<file path="src/rtl/chay_step_ctrl.sv">
// chay_step_ctrl: front-panel control for the two-LED running-light chaser.
// Synchronises and debounces three buttons (speed, pause, direction), keeps
// the run/direction/speed state and produces the one-cycle step pulse whose
// period is BASE_DIV * 2^(3-speed) clocks.
module chay_step_ctrl #(
  parameter int DEB_CYCLES = 500000,
  parameter int BASE_DIV   = 3125000
) (
  input  logic       clk,
  input  logic       rs,
  input  logic       btn_speed,
  input  logic       btn_pause,
  input  logic       btn_dir,
  output logic       step,
  output logic       dir,
  output logic       run,
  output logic [1:0] speed
);

  // Debounce counter only has to reach DEB_CYCLES-1.
  localparam int DW = (DEB_CYCLES > 1) ? $clog2(DEB_CYCLES) : 1;
  localparam logic [DW-1:0] DC_LAST = DW'(DEB_CYCLES - 1);

  // Prescaler is sized for the slowest period (8 * BASE_DIV).
  localparam int CW = $clog2(8 * BASE_DIV);
  localparam logic [CW-1:0] PM1_S0 = CW'(8 * BASE_DIV - 1);
  localparam logic [CW-1:0] PM1_S1 = CW'(4 * BASE_DIV - 1);
  localparam logic [CW-1:0] PM1_S2 = CW'(2 * BASE_DIV - 1);
  localparam logic [CW-1:0] PM1_S3 = CW'(BASE_DIV - 1);

  // Button bit order: 0 = speed, 1 = pause, 2 = dir.
  logic [2:0]    btn_s;
  logic [2:0]    press_s;
  logic [CW-1:0] cnt_r;
  logic [CW-1:0] period_m1_s;

  assign btn_s = {btn_dir, btn_pause, btn_speed};

  for (genvar i = 0; i < 3; i++) begin : g_btn
    logic          s1_r;
    logic          s2_r;
    logic          deb_r;
    logic [DW-1:0] dc_r;

    // Synchronise the raw button and accept a new level after DEB_CYCLES stable samples.
    always_ff @(posedge clk) begin
      if (rs) begin
        s1_r  <= 1'b0;
        s2_r  <= 1'b0;
        deb_r <= 1'b0;
        dc_r  <= '0;
      end else begin
        s1_r <= btn_s[i];
        s2_r <= s1_r;
        if (s2_r == deb_r) begin
          dc_r <= '0;
        end else if (dc_r == DC_LAST) begin
          deb_r <= s2_r;
          dc_r  <= '0;
        end else begin
          dc_r <= dc_r + DW'(1);
        end
      end
    end

    // A press is the edge on which the debounced level rises; release is ignored.
    assign press_s[i] = s2_r & ~deb_r & (dc_r == DC_LAST);
  end

  // Select the terminal count of the prescaler for the current speed.
  always_comb begin
    period_m1_s = PM1_S0;
    case (speed)
      2'd0:    period_m1_s = PM1_S0;
      2'd1:    period_m1_s = PM1_S1;
      2'd2:    period_m1_s = PM1_S2;
      2'd3:    period_m1_s = PM1_S3;
      default: period_m1_s = PM1_S0;
    endcase
  end

  // Apply press actions to the user-visible state; simultaneous presses act independently.
  always_ff @(posedge clk) begin
    if (rs) begin
      speed <= 2'd0;
      run   <= 1'b1;
      dir   <= 1'b0;
    end else begin
      if (press_s[0]) begin
        speed <= speed + 2'd1;
      end
      if (press_s[1]) begin
        run <= ~run;
      end
      if (press_s[2]) begin
        dir <= ~dir;
      end
    end
  end

  // Prescaler and step pulse; uses run/speed before this edge's press updates.
  always_ff @(posedge clk) begin
    if (rs) begin
      cnt_r <= '0;
      step  <= 1'b0;
    end else if (press_s[0]) begin
      cnt_r <= '0;
      step  <= 1'b0;
    end else if (run) begin
      if (cnt_r == period_m1_s) begin
        cnt_r <= '0;
        step  <= 1'b1;
      end else begin
        cnt_r <= cnt_r + CW'(1);
        step  <= 1'b0;
      end
    end else begin
      step <= 1'b0;
    end
  end

endmodule

</file>
<file path="config.mk">
export PLATFORM = sky130hd
export DESIGN_NAME = chay_step_ctrl
export DESIGN_NICKNAME = d
export VERILOG_FILES = /design/src/rtl/chay_step_ctrl.sv
export SDC_FILE = /design/constraint.sdc
export NUM_CORES = 1
export LEC_CHECK = 0
export CORE_ASPECT_RATIO = 0.5
export CORE_UTILIZATION = 62
export CTS_CLUSTER_SIZE = 16
export DETAILED_ROUTE_END_ITERATION = 16
export GPL_TIMING_DRIVEN = 0
export PLACE_DENSITY_LB_ADDON = 0.3
export REMOVE_ABC_BUFFERS = 1
export SYNTH_ARGS = -nofsm -noshare
export SYNTH_HDL_FRONTEND = slang
export SYNTH_SLANG_ARGS = --single-unit
</file>
<file path="constraint.sdc">
create_clock -name clk -period 2.3 [get_ports clk]
set_clock_uncertainty 0.1 [all_clocks]
set_input_delay 0.46 -clock clk [delete_from_list [all_inputs] [get_ports clk]]
set_output_delay 0.46 -clock clk [all_outputs]
set_load 0.03 [all_outputs]
</file>
==> flow_summary.json, run 1 <==
{
  "crit_path_start": "run$_SDFFE_PP1P_",
  "ys.flop_type": "dfxtp_1",
  "die-area_um2": 7640,
  "yosysWarnings": 0,
  "grt_pass1_vias": 3232,
  "antenna_found_initial": 0,
  "numClockSinks": 96,
  "firstDrtPassIters": 5,
  "wirelength_um": 8200,
  "synth-edff-count": 0,
  "arrival_ps": 1610,
  "ios": 10,
  "syn_to_final_growth_pct": 10.8,
  "start_util_pct": 65.8,
  "status": "completed",
  "dpl.hpwl_um": 5410,
  "layout-drive-gt1-share_pct": 9.55,
  "hold_viol": 0,
  "r2r_start": "speed[0]$_SDFFE_PP0P_",
  "cp-start-kind": "flop",
  "slowest_delay_ps": 740,
  "grt_setup_unrepaired": "no",
  "grt_pass1_wl_um": 14600,
  "synth_top_area_share_pct": 42.6,
  "synth_cell_types": 50,
  "crit_buf_inv": 1,
  "fin_crit_sh_pct": 94.3,
  "die_width_um": 123,
  "cts_tree": "done",
  "fin_crit_ps": 2170,
  "drtIter0Drc": 168,
  "setup_ws_ps": 132,
  "hold_path_depth": 1,
  "synth_area_per_cell_um2": 9.07,
  "coreArea_um2": 6860,
  "grt_max_degree": 20,
  "final-setup-viol-count": 0,
  "drv_slew": 0,
  "clkLatencyLatePin_ps": 340,
  "die_y_um": 62.3,
  "ir_drop_uv": 471,
  "via_per_inst": 5.58,
  "synth_top_cell_by_area": "dfxtp_1",
  "htreeDepth": 3,
  "yosys-top-cells-area": "dfxtp_1 43%, xor2_1 8.0%, nor2_1 7.1%",
  "relSlewSlack_pct": 47.3,
  "cts-root-buf": "clkbuf_16",
  "cts_buffers": 9,
  "power.density_nw_per_um2": 649,
  "r2r_cells": 8,
  "synthArstFlopShare_pct": 0,
  "crit_type": "flop to output pin",
  "required_ps": 1740,
  "rows": 21,
  "fmax_ghz": 0.461,
  "synth_area_um2": 4510,
  "endpoint_kind": "output pin",
  "critical_path_depth": 1,
  "synth_cells": 497,
  "setup-tns-final_ps": 0,
  "diodes": 0,
  "drc": 0,
  "avgRoutedWirePerCell_um": 13.6,
  "hp-start": "g_btn[0].s1_r$_SDFF_PP0_",
  "portBuffers": 9,
  "crit_fanout": 8,
  "leakagePower_nw": 1.65,
  "cts_max_path_buffers": 2,
  "grt_overflow_total": 0,
  "worst_pin_slew_ps": 784,
  "ys_seq_area_share_pct": 42.6,
  "max_cap_violations": 0,
  "dr_total_vias": 3378,
  "crit_family": "buffers and inverters",
  "clk_pin_slew_ps": 60,
  "critPathSlowestCell": "clkdlybuf4s50_1",
  "path_cells": "clkdlybuf4s50_1",
  "grtUsageTotal_pct": 24.2,
  "ys_ff_latch": 96,
  "pre_cts_ws_ps": -217,
  "hold_path.class": "flop to flop",
  "place_congestion": 0.826,
  "ant_nets": 0,
  "nets": 526
}
worst paths after layout:
check | endpoint | slack [ps]
worst max register to register | cnt_r[10]$_SDFFE_PP0P_ | 140
worst max-delay path | run | 130
worst min-delay path | g_btn[0].s2_r$_SDFF_PP0_ | 350
worst min register to register | g_btn[0].s2_r$_SDFF_PP0_ | 350
synthesized netlist by cell type (all sizes together), types with 8 or more instances:
| master | number |
|---|---|
| xnor2 | 35 |
| buf | 8 |
| nand3 | 29 |
| nand4 | 23 |
| inv | 17 |
| xor2 | 41 |
| and4 | 11 |
| nor2 | 97 |
| dfxtp | 96 |
| ha | 13 |
| and3 | 9 |
| nor3 | 23 |
| nand2 | 29 |
area by class of cell:
class / instances / area [um2]
Multi-Input combinational cell: 371 / 2460
Sequential cell: 96 / 1920
Fill cell: 507 / 1860
Clock buffer: 13 / 260
Timing Repair Buffer: 13 / 133
Tap cell: 92 / 115
Inverter: 17 / 63.8
Clock inverter: 3 / 40.0
per-stage QoR:
step                hold WS [ps]  instances  util, %  power (mW)  instance area, um2
floorplan                    314        483        -        1.75                4420
global placement             317        584     67.4        1.77                4620
detailed placement           328        584     67.4        1.77                4620
CTS                          360        605     72.7        3.28                4990
global route                 370        605     72.8        3.36                4990
finish                       353        605     72.8        3.24                4990
cell usage in the layout (no fill, tap or decap), types with 3 or more instances in the layout:
master	netlist	routed
a21oi_1	4	4
and3_1	9	9
and4_1	11	11
buf_4	2	3
clkbuf_16	0	9
clkdlybuf4s50_1	0	9
dfxtp_1	96	95
ha_1	13	13
inv_1	17	16
mux2i_1	6	6
nand2_1	29	29
nand2b_1	3	3
nand3_1	29	29
nand3b_1	4	4
nand4_1	21	21
nor2_1	85	85
nor2_2	12	12
nor2b_1	6	6
nor3_1	22	22
o21ai_0	4	4
or3_1	5	5
xnor2_1	35	35
xor2_1	41	41
worst register-to-register path: cells and delay by family, from the launching register on:
kind                     cells  cell delay (ps)
flip-flops                   1              420
adder cells (fa/ha/maj)      1              240
AND/OR/NAND/NOR              2              380
buffers and inverters        2              240
AO/OA/AOI/OAI                3              670
what timing repair did:
action | 4_1_cts | 5_1_grt
gates resized for setup | 2 | 3
pin swaps | 2 | 1
gates cloned | 1 | 0
setup buffers | 4 | 0
hold buffers | 0 | 0
hold endpoints to repair | 0 | 0
setup endpoints to repair | 23 | 23
logic make-up after synthesis:
logic type,Yosys count,share of synthesized area [%]
simple gates,256,30.4
flops,96,42.6
xor+xnor,76,14.8
buf+inv,31,3.50
compound gates,18,3.50
fa+ha+maj,13,3.61
mux,7,1.58
layer usage:
metal / up-vias / wire [um] / GRT usage, %
li1: 1716 / - / -
met1: 1593 / 3840 / 29.1
met2: 53 / 3870 / 40.0
met3: 16 / 354 / 9.10
met4: 0 / 143 / 7.32
met5: - / 0 / 0
flip-flops by register name, summed over array words and instances (netlist names):
register	cells
g_btn.deb_r	3
dir	1
g_btn.s1_r	3
speed	2
g_btn.s2_r	3
run	1
step	1
g_btn.dc_r	57
cnt_r	25
report_power, final:
| group | internal, mW | total (mW) | leakage (nW) | switching, mW |
|---|---|---|---|---|
| registers | 1.67 | 1.68 | 0.776 | 0.00806 |
| logic | 0.0301 | 0.0650 | 0.725 | 0.0348 |
| clock network | 0.899 | 1.50 | 0.150 | 0.598 |
No activity file was read; power rests on OpenSTA's default activity.
==> run 2: changes to the inputs <==
CORE_MARGIN = 4   (was unset)
CTS_CLUSTER_SIZE = unset   (was 16)
==> run 2 against run 1 <==
Compared with the run above:
- worst hold slack got worse by 10 ps
- routed wire length is 2.0% higher
- fmax about the same
==> flow_summary.json, run 2 (synthesis results as in run 1) <==
{
  "syn_to_final_growth_pct": 11.5,
  "final_common_cell": "dfxtp_1",
  "hold_path_depth": 1,
  "regArea_um2": 1920,
  "n_fill_cell": 498,
  "die_width_um": 129,
  "rows": 21,
  "fmax_ghz": 0.462,
  "hold_path_end": "g_btn[2].s2_r$_SDFF_PP0_",
  "status": "completed",
  "drtIter0Drc": 230,
  "critPathSlowestCell": "clkdlybuf4s50_1",
  "cts_tree": "done",
  "numClockSinks": 96,
  "final-setup-viol-count": 0,
  "worst_pin_slew_ps": 769,
  "firstDrtPassIters": 4,
  "dr_total_vias": 3374,
  "required_ps": 1740,
  "grt_setup_unrepaired": "no",
  "ir_drop_uv": 468,
  "drc": 0,
  "power.density_nw_per_um2": 632,
  "max_cap_violations": 0,
  "antenna_found_initial": 0,
  "rrSetupSlack_ps": 160,
  "r2r_start": "speed[1]$_SDFFE_PP0P_",
  "arrival_ps": 1610,
  "grt_pass1_vias": 3142,
  "largest_reg_flops": 57,
  "multiInputGateArea_um2": 2480,
  "reg_top3": "g_btn.dc_r: 57 flops, cnt_r: 25 flops",
  "hp-start": "g_btn[2].s1_r$_SDFF_PP0_",
  "cts_buffers": 9,
  "place_congestion": 0.836,
  "wirelength_um": 8360,
  "pre_cts_ws_ps": -241,
  "hold_viol": 0,
  "reg2reg_to": "cnt_r[24]$_SDFFE_PP0P_",
  "path_cells": "clkdlybuf4s50_1",
  "cts_hold_buf": 0,
  "ios": 10,
  "regMostFlops": "g_btn.dc_r",
  "fin_crit_ps": 2170,
  "clk_pin_slew_ps": 70,
  "dpl.hpwl_um": 5500,
  "relSlewSlack_pct": 48.7,
  "crit_fanout": 8,
  "nets": 527,
  "ant_nets": 0,
  "crit_type": "flop to output pin",
  "via_per_inst": 5.57,
  "grt_pass1_wl_um": 14300,
  "drv_slew": 0,
  "htreeDepth": 3,
  "coreArea_um2": 6860,
  "layout-drive-gt1-share_pct": 10.7,
  "setup_ws_ps": 133,
  "slowest_delay_ps": 740,
  "fin_crit_sh_pct": 94.2,
  "endpoint_kind": "output pin",
  "start_util_pct": 65.8,
  "die-area_um2": 8780,
  "layout_common_cells": "95 x dfxtp_1, 85 x nor2_1, 41 x xor2_1",
  "hold_path.class": "flop to flop",
  "setup-tns-final_ps": 0,
  "cts_max_path_buffers": 2,
  "portBuffers": 9,
  "clkLatencyLatePin_ps": 340,
  "cts-root-buf": "clkbuf_16",
  "crit_family": "buffers and inverters",
  "grt_overflow_total": 0,
  "grt_max_degree": 20,
  "diodes": 0,
  "cp-start-kind": "flop",
  "finalPower_mw": 3.18,
  "grtUsageTotal_pct": 20.3,
  "crit_buf_inv": 1,
  "r2r_cells": 8,
  "avgRoutedWirePerCell_um": 13.8,
  "leakagePower_nw": 1.65,
  "die_y_um": 68.3
}
## run 2: repair_timing
item                       in CTS  in global routing
cloned                          1                  0
setup buffers                   4                  1
setup endpoints to repair      23                 37
pin swaps                       2                  2
gates resized for setup         3                  6
## run 2: through the flow
step / util, % / hold WS, ps / instance area, um2 / instances
floorplan: - / 314 / 4420 / 483
global placement: 67.4 / 316 / 4620 / 584
detailed placement: 67.4 / 332 / 4620 / 584
CTS: 72.6 / 349 / 4980 / 605
global route: 73.3 / 355 / 5030 / 606
finish: 73.3 / 343 / 5030 / 606
## run 2: worst max-delay path by stage
stage | startpoint | to | slack [ps] | depth (start not counted)
after floorplan | speed[1]$_SDFFE_PP0P_ | cnt_r[10]$_SDFFE_PP0P_ | -130 | 7
after global placement | speed[1]$_SDFFE_PP0P_ | cnt_r[13]$_SDFFE_PP0P_ | -170 | 7
after detailed placement | speed[1]$_SDFFE_PP0P_ | cnt_r[11]$_SDFFE_PP0P_ | -240 | 7
after CTS | speed[0]$_SDFFE_PP0P_ | cnt_r[24]$_SDFFE_PP0P_ | 60 | 8
after global routing | speed[1]$_SDFFE_PP0P_ | cnt_r[17]$_SDFFE_PP0P_ | 30 | 8
final | run$_SDFFE_PP1P_ | run | 130 | 1
## run 2: report_power, final
group / leakage, nW / switching (mW) / internal [mW] / total [mW]
Sequential: 0.776 / 0.00756 / 1.67 / 1.68
Clock: 0.136 / 0.673 / 0.755 / 1.43
Combinational: 0.735 / 0.0358 / 0.0319 / 0.0677
## run 2: worst register-to-register path, delay by kind of cell (launching register included)
family	cells	cell delay, ps
AND/OR/NAND/NOR	2	410
adder cells (fa/ha/maj)	1	210
flip-flops	1	400
AO/OA/AOI/OAI	3	620
buffers and inverters	2	290
## run 2: area by class of cell
type,count,share of cell area [%]
repair buffers,14,3.04
flip-flops and latches,96,38.2
multi-input cells,371,49.4
clock inverters,7,1.27
inverters,17,1.27
well taps,92,2.29
clock buffers,9,4.48
## run 2: per-layer routing
metal	global-route usage, %	up-vias	routed length, um
li1	-	1726	-
met5	0	-	0
met1	25.0	1569	3890
met3	6.24	12	361
met2	34.3	67	4020
met4	7.59	0	95
